[src/rtl/lcd_display_ctrl.sv]
// HD44780 character-LCD controller (8-bit bus, write-only): power-up init, then
// shows an opcode mnemonic on line 1 and the signed 16-bit result on line 2.
module lcd_display_ctrl #(
    parameter int unsigned POWERUP_CYCLES = 750000,
    parameter int unsigned EN_CYCLES      = 12,
    parameter int unsigned WAIT_CYCLES    = 2500,
    parameter int unsigned CLR_WAIT       = 100000
) (
    input  logic        clk,
    input  logic        rst_n,
    input  logic        start,
    input  logic [2:0]  opcode,
    input  logic [15:0] result,
    output logic        ready,
    output logic        done,
    output logic [7:0]  lcd_data,
    output logic        lcd_rs,
    output logic        lcd_rw,
    output logic        lcd_en
);
    localparam logic [2:0] PWR_WAIT = 3'd0, INIT = 3'd1, IDLE = 3'd2, CONVERT = 3'd3, WRITE = 3'd4;
    localparam logic [1:0] SETUP = 2'd0, EN_HI = 2'd1, HOLD = 2'd2;

    // One shared counter, reloaded per phase; 16 covers the conversion steps.
    localparam int unsigned MAX_A   = (POWERUP_CYCLES > EN_CYCLES) ? POWERUP_CYCLES : EN_CYCLES;
    localparam int unsigned MAX_B   = (WAIT_CYCLES > CLR_WAIT) ? WAIT_CYCLES : CLR_WAIT;
    localparam int unsigned MAX_C   = (MAX_A > MAX_B) ? MAX_A : MAX_B;
    localparam int unsigned CNT_MAX = (MAX_C > 16) ? MAX_C : 16;
    localparam int          CNT_W   = $clog2(CNT_MAX + 1);

    logic [2:0]       state;
    logic [1:0]       phase;
    logic [CNT_W-1:0] cnt;
    logic [3:0]       byte_idx;
    logic [2:0]       op_q;
    logic             sign_q;
    logic [15:0]      bin_q;
    logic [19:0]      bcd_q;

    logic [3:0]       next_idx;
    logic [8:0]       next_byte;
    logic             is_last;
    logic [CNT_W-1:0] hold_last;
    logic [19:0]      dd_bcd;
    logic [15:0]      magnitude;

    function automatic logic [8:0] init_byte(input logic [3:0] idx);
        logic [8:0] b;
        case (idx)
            4'd0:    b = 9'h038;
            4'd1:    b = 9'h00C;
            4'd2:    b = 9'h006;
            default: b = 9'h001;
        endcase
        return b;
    endfunction

    // Returns {rs, data} for byte idx of the 13-byte display sequence.
    function automatic logic [8:0] write_byte(input logic [3:0] idx, input logic [2:0] op,
                                              input logic neg, input logic [19:0] bcd);
        logic [31:0] mn;
        logic [8:0]  b;
        case (op)
            3'd0:    mn = "LOAD";
            3'd1:    mn = "ADD ";
            3'd2:    mn = "ADDI";
            3'd3:    mn = "SUB ";
            3'd4:    mn = "SUBI";
            3'd5:    mn = "MUL ";
            3'd6:    mn = "CLR ";
            default: mn = "DPL ";
        endcase
        case (idx)
            4'd0:    b = {1'b0, 8'h01};
            4'd1:    b = {1'b0, 8'h80};
            4'd2:    b = {1'b1, mn[31:24]};
            4'd3:    b = {1'b1, mn[23:16]};
            4'd4:    b = {1'b1, mn[15:8]};
            4'd5:    b = {1'b1, mn[7:0]};
            4'd6:    b = {1'b0, 8'hC0};
            4'd7:    b = {1'b1, neg ? 8'h2D : 8'h2B};
            4'd8:    b = {1'b1, 4'h3, bcd[19:16]};
            4'd9:    b = {1'b1, 4'h3, bcd[15:12]};
            4'd10:   b = {1'b1, 4'h3, bcd[11:8]};
            4'd11:   b = {1'b1, 4'h3, bcd[7:4]};
            default: b = {1'b1, 4'h3, bcd[3:0]};
        endcase
        return b;
    endfunction

    always_comb begin
        // NOTE: every output of this block gets a default first, so no latch is inferred.
        next_idx  = byte_idx + 4'd1;
        next_byte = (state == INIT) ? init_byte(next_idx)
                                    : write_byte(next_idx, op_q, sign_q, bcd_q);
        is_last   = (state == INIT) ? (byte_idx == 4'd3) : (byte_idx == 4'd12);
        hold_last = (!lcd_rs && lcd_data == 8'h01) ? CNT_W'(CLR_WAIT - 1) : CNT_W'(WAIT_CYCLES - 1);
        magnitude = result[15] ? (~result + 16'd1) : result;
        dd_bcd    = bcd_q;
        for (int d = 0; d < 5; d++) begin
            if (dd_bcd[4*d +: 4] >= 4'd5) dd_bcd[4*d +: 4] = dd_bcd[4*d +: 4] + 4'd3;
        end
    end

    assign ready  = (state == IDLE);
    assign lcd_rw = 1'b0;

    always_ff @(posedge clk or negedge rst_n) begin
        if (!rst_n) begin
            state    <= PWR_WAIT;
            phase    <= SETUP;
            cnt      <= '0;
            byte_idx <= '0;
            op_q     <= '0;
            sign_q   <= 1'b0;
            bin_q    <= '0;
            bcd_q    <= '0;
            lcd_data <= '0;
            lcd_rs   <= 1'b0;
            lcd_en   <= 1'b0;
            done     <= 1'b0;
        end else begin
            // NOTE: non-blocking assignments so every register sees pre-edge values.
            done <= 1'b0;
            case (state)
                PWR_WAIT: begin
                    if (cnt == CNT_W'(POWERUP_CYCLES - 1)) begin
                        state              <= INIT;
                        phase              <= SETUP;
                        cnt                <= '0;
                        byte_idx           <= '0;
                        {lcd_rs, lcd_data} <= init_byte(4'd0);
                    end else begin
                        cnt <= cnt + 1'b1;
                    end
                end
                IDLE: begin
                    if (start) begin
                        op_q   <= opcode;
                        sign_q <= result[15];
                        bin_q  <= magnitude;
                        bcd_q  <= '0;
                        cnt    <= '0;
                        state  <= CONVERT;
                    end
                end
                CONVERT: begin
                    {bcd_q, bin_q} <= {dd_bcd, bin_q} << 1;
                    if (cnt == CNT_W'(15)) begin
                        state              <= WRITE;
                        phase              <= SETUP;
                        cnt                <= '0;
                        byte_idx           <= '0;
                        {lcd_rs, lcd_data} <= write_byte(4'd0, op_q, sign_q, bcd_q);
                    end else begin
                        cnt <= cnt + 1'b1;
                    end
                end
                INIT, WRITE: begin
                    case (phase)
                        SETUP: begin
                            lcd_en <= 1'b1;
                            phase  <= EN_HI;
                            cnt    <= '0;
                        end
                        EN_HI: begin
                            if (cnt == CNT_W'(EN_CYCLES - 1)) begin
                                lcd_en <= 1'b0;
                                phase  <= HOLD;
                                cnt    <= '0;
                            end else begin
                                cnt <= cnt + 1'b1;
                            end
                        end
                        HOLD: begin
                            if (cnt == hold_last) begin
                                cnt <= '0;
                                if (is_last) begin
                                    state <= IDLE;
                                    done  <= (state == WRITE);
                                end else begin
                                    byte_idx           <= next_idx;
                                    phase              <= SETUP;
                                    {lcd_rs, lcd_data} <= next_byte;
                                end
                            end else begin
                                cnt <= cnt + 1'b1;
                            end
                        end
                        default: phase <= SETUP;
                    endcase
                end
                default: state <= PWR_WAIT;
            endcase
        end
    end
endmodule

[config.mk]
export PLATFORM = sky130hd
export DESIGN_NAME = lcd_display_ctrl
export DESIGN_NICKNAME = d
export VERILOG_FILES = /design/src/rtl/lcd_display_ctrl.sv
export SDC_FILE = /design/constraint.sdc
export NUM_CORES = 1
export LEC_CHECK = 0
export BUFFER_PORTS_ARGS = -buffer_cell sky130_fd_sc_hd__buf_2
export CAP_MARGIN = 20
export CORE_ASPECT_RATIO = 1.2
export CORE_MARGIN = 8
export CORE_UTILIZATION = 54
export DETAILED_ROUTE_END_ITERATION = 16
export GPL_TIMING_DRIVEN = 0
export PLACE_DENSITY = 0.84
export SETUP_SLACK_MARGIN = 0.5
export SLEW_MARGIN = 20
export SYNTH_ARGS = -nofsm -noshare
export SYNTH_HDL_FRONTEND = slang
export SYNTH_SLANG_ARGS = --single-unit
[constraint.sdc]
create_clock -name clk -period 5.93 [get_ports clk]
set_input_delay 0.2965 -clock clk [delete_from_list [all_inputs] [get_ports clk]]
set_output_delay 0.2965 -clock clk [all_outputs]
set_load 0.01 [all_outputs]
==> impl_metrics.json <==
{
  "min_path_type": "input pin to flop",
  "syn_area_um2": 5480,
  "clk_latency_ns": 0.35,
  "sw_frac_of_total_pct": 22.8,
  "drive_above_1_share_pct": 11.6,
  "synth-main-ff-cell": "dfrtp_1",
  "p_int_uw": 904,
  "drtAntennaViolNets": 0,
  "required_ns": 6.16,
  "synth_area_leaders": "dfrtp_1, o21ai_0, ha_1",
  "yosys.cell_types.count": 73,
  "cts_root_buf": "clkbuf_16",
  "io_buffers": 33,
  "worst_pin_slew_ns": 0.983,
  "final.setup.worst_slack_ns": 3.10,
  "pwr-share-clk_pct": 50.0,
  "gp_congestion": 0.926,
  "vdd_ir_drop_max_uv": 107,
  "grt_pass1_vias": 4952,
  "area_growth_pct": 12.4,
  "worst_setup_hold_path_clk_slew_ns": 0.07,
  "crit_path_end_kind": "flop",
  "synth.most_common_cell": "dfrtp_1",
  "critPathKind": "flop to flop",
  "synth_edf_count": 0,
  "dr.first_iter.drc_count": 351,
  "yosysSeqAreaShare_pct": 36.6,
  "p_seq_share_pct": 46.6,
  "ys.warnings.count": 0,
  "routed_wl_um": 13800,
  "power_switching_uw": 266,
  "min_period_ns": 2.83,
  "cts_tree": "yes",
  "synth_top_area_share_pct": 36.6,
  "finalHoldViolCount": 0,
  "hpwl_um": 10300,
  "ios": 35,
  "die-area_um2": 13600,
  "firstDrtPassIters": 9,
  "grt_overflow": 0,
  "clock.fmax_ghz": 0.354,
  "drc": 0,
  "slew-limit-headroom_pct": 34.3,
  "crit_fanout": 10,
  "synth.avg_cell_area_um2": 8.68,
  "rows": 40,
  "synth-async-reset-ratio_pct": 100,
  "antenna_cells": 0,
  "fin_crit_sh_pct": 47.7,
  "crit_arrival_ns": 3.06,
  "initial_core_util_pct": 55.0,
  "status": "finished, final reports clean",
  "viasPerCell": 6.25,
  "synth-seq-cells": 80,
  "cts_max_level": 3,
  "powerDensity_nw_per_um2": 190,
  "antenna_found_initial": 0,
  "synth_common_cells": "dfrtp_1, nand2_1, o21ai_0",
  "skew_ns": 0.0126,
  "synthCells": 631,
  "leakagePower_nw": 2.77,
  "combPwrFrac_pct": 3.4,
  "cts_buffers": 9,
  "nNetsFinal": 719,
  "die_w_um": 108,
  "slew_viol_final": 0,
  "dp_slack_ns": 3.14,
  "crit_path_start_kind": "flop",
  "finalPower_mw": 1.17,
  "finalSetupViolations": 0,
  "die_h_um": 126,
  "grt_max_degree": 60,
  "core-area_um2": 9960,
  "grt_usage_pct": 20.6,
  "cts_sinks": 80,
  "rsz0062_at_grt": "false",
  "cts_buffer_depth": 2,
  "setup-tns-final_ns": 0,
  "drv_cap": 0,
  "synth_nets": 673,
  "fillerInstances": 871,
  "num_vias": 5048,
  "drt-wirelength-per-cell_um": 17.1,
  "yosysTopAreaCell": "dfrtp_1",
  "grt_pass1_wl_um": 23400
}
logic make-up after synthesis:
logic type / Yosys count / synth area share (%)
xor+xnor: 42 / 6.72
other cells: 1 / 0.0685
fa+ha+maj: 21 / 4.75
flops: 80 / 36.6
mux: 13 / 2.60
simple gates: 239 / 22.7
compound gates: 170 / 21.7
buf+inv: 65 / 4.91
layout make-up:
class / instances / area, um^2 / share of cell area (%)
flip-flops and latches: 80 / 2000 / 32.5
clock inverters: 6 / 75.1 / 1.22
well taps: 126 / 158 / 2.56
plain buffers: 35 / 156 / 2.54
repair buffers: 35 / 205 / 3.33
inverters: 30 / 113 / 1.83
multi-input cells: 486 / 3210 / 52.1
clock buffers: 10 / 239 / 3.88
metrics by stage:
step	cells	hold WS (ns)	util (%)	area [um^2]
CTS	808	0.159	61.8	6150
global placement	790	0.463	58.2	5800
finish	808	0.162	61.8	6150
global route	808	0.172	61.8	6150
detailed placement	791	0.206	58.5	5830
floorplan	631	0.000909	-	5480
per-layer routing:
metal	GRT usage [%]	up-vias	share of wire, %
met1	26.3	2411	43
met2	33.3	190	48
met5	0	-	0
met4	9.57	0	3.3
li1	-	2404	-
met3	3.19	43	5.3
critical path, cell delays in order, from the launching register on:
cell and delay, ns:
dfrtp_1 0.32, buf_2 0.19, nor3b_1 0.82, mux2_2 0.47, nor2_1 0.17, a31o_2 0.20, nand2_2 0.10, buf_6 0.16
mux2_4 0.29
cell usage in the layout (no fill, tap or decap), drive strengths merged, types with 15 or more instances in the layout:
master / instances
xnor2: 17
dfrtp: 80
buf: 44
ha: 20
clkbuf: 35
a21oi: 26
o21ai: 53
nand3: 32
nor2: 50
nor3: 15
nand2: 57
xor2: 25
inv: 32
path summary, 6_finish.rpt:
| check | startpoint | end | slack [ns] | cells after the start |
|---|---|---|---|---|
| setup / recovery | state[0] | lcd_data[3] | 3.10 | 8 |
| hold / removal | opcode[0] | op_q[0] | 0.16 | 3 |
| setup reg to reg | state[0] | lcd_data[3] | 3.10 | 8 |
| hold reg to reg | bin_q[15] | bcd_q[0] | 0.49 | 2 |
| max in group asynchronous | rst_n | op_q[2] | 4.96 | 3 |
| min in group asynchronous | rst_n | cnt[0] | 0.38 | 2 |
state kept, by name, summed over array words and instances, names as in the netlist:
name and count:
done 1, lcd_en 1, phase 2, cnt 20, byte_idx 4, bin_q 16
sign_q 1, lcd_rs 1, bcd_q 20, state 3, lcd_data 8, op_q 3
repair_timing:
item                      CTS  global route
hold buffers                1             0
hold endpoints to repair   21             0
setup buffers               0             0
resized for setup           0             0
power groups by stage:
stage               Sequential [mW]  Combinational [mW]  Clock, mW
finish                        0.546              0.0401      0.585
CTS                           0.546              0.0409      0.587
detailed placement            0.556              0.0402          0
global route                  0.545              0.0455      0.607
floorplan                     0.556              0.0133          0
global placement              0.556              0.0366          0
No activity file was read; power rests on OpenSTA's default activity.
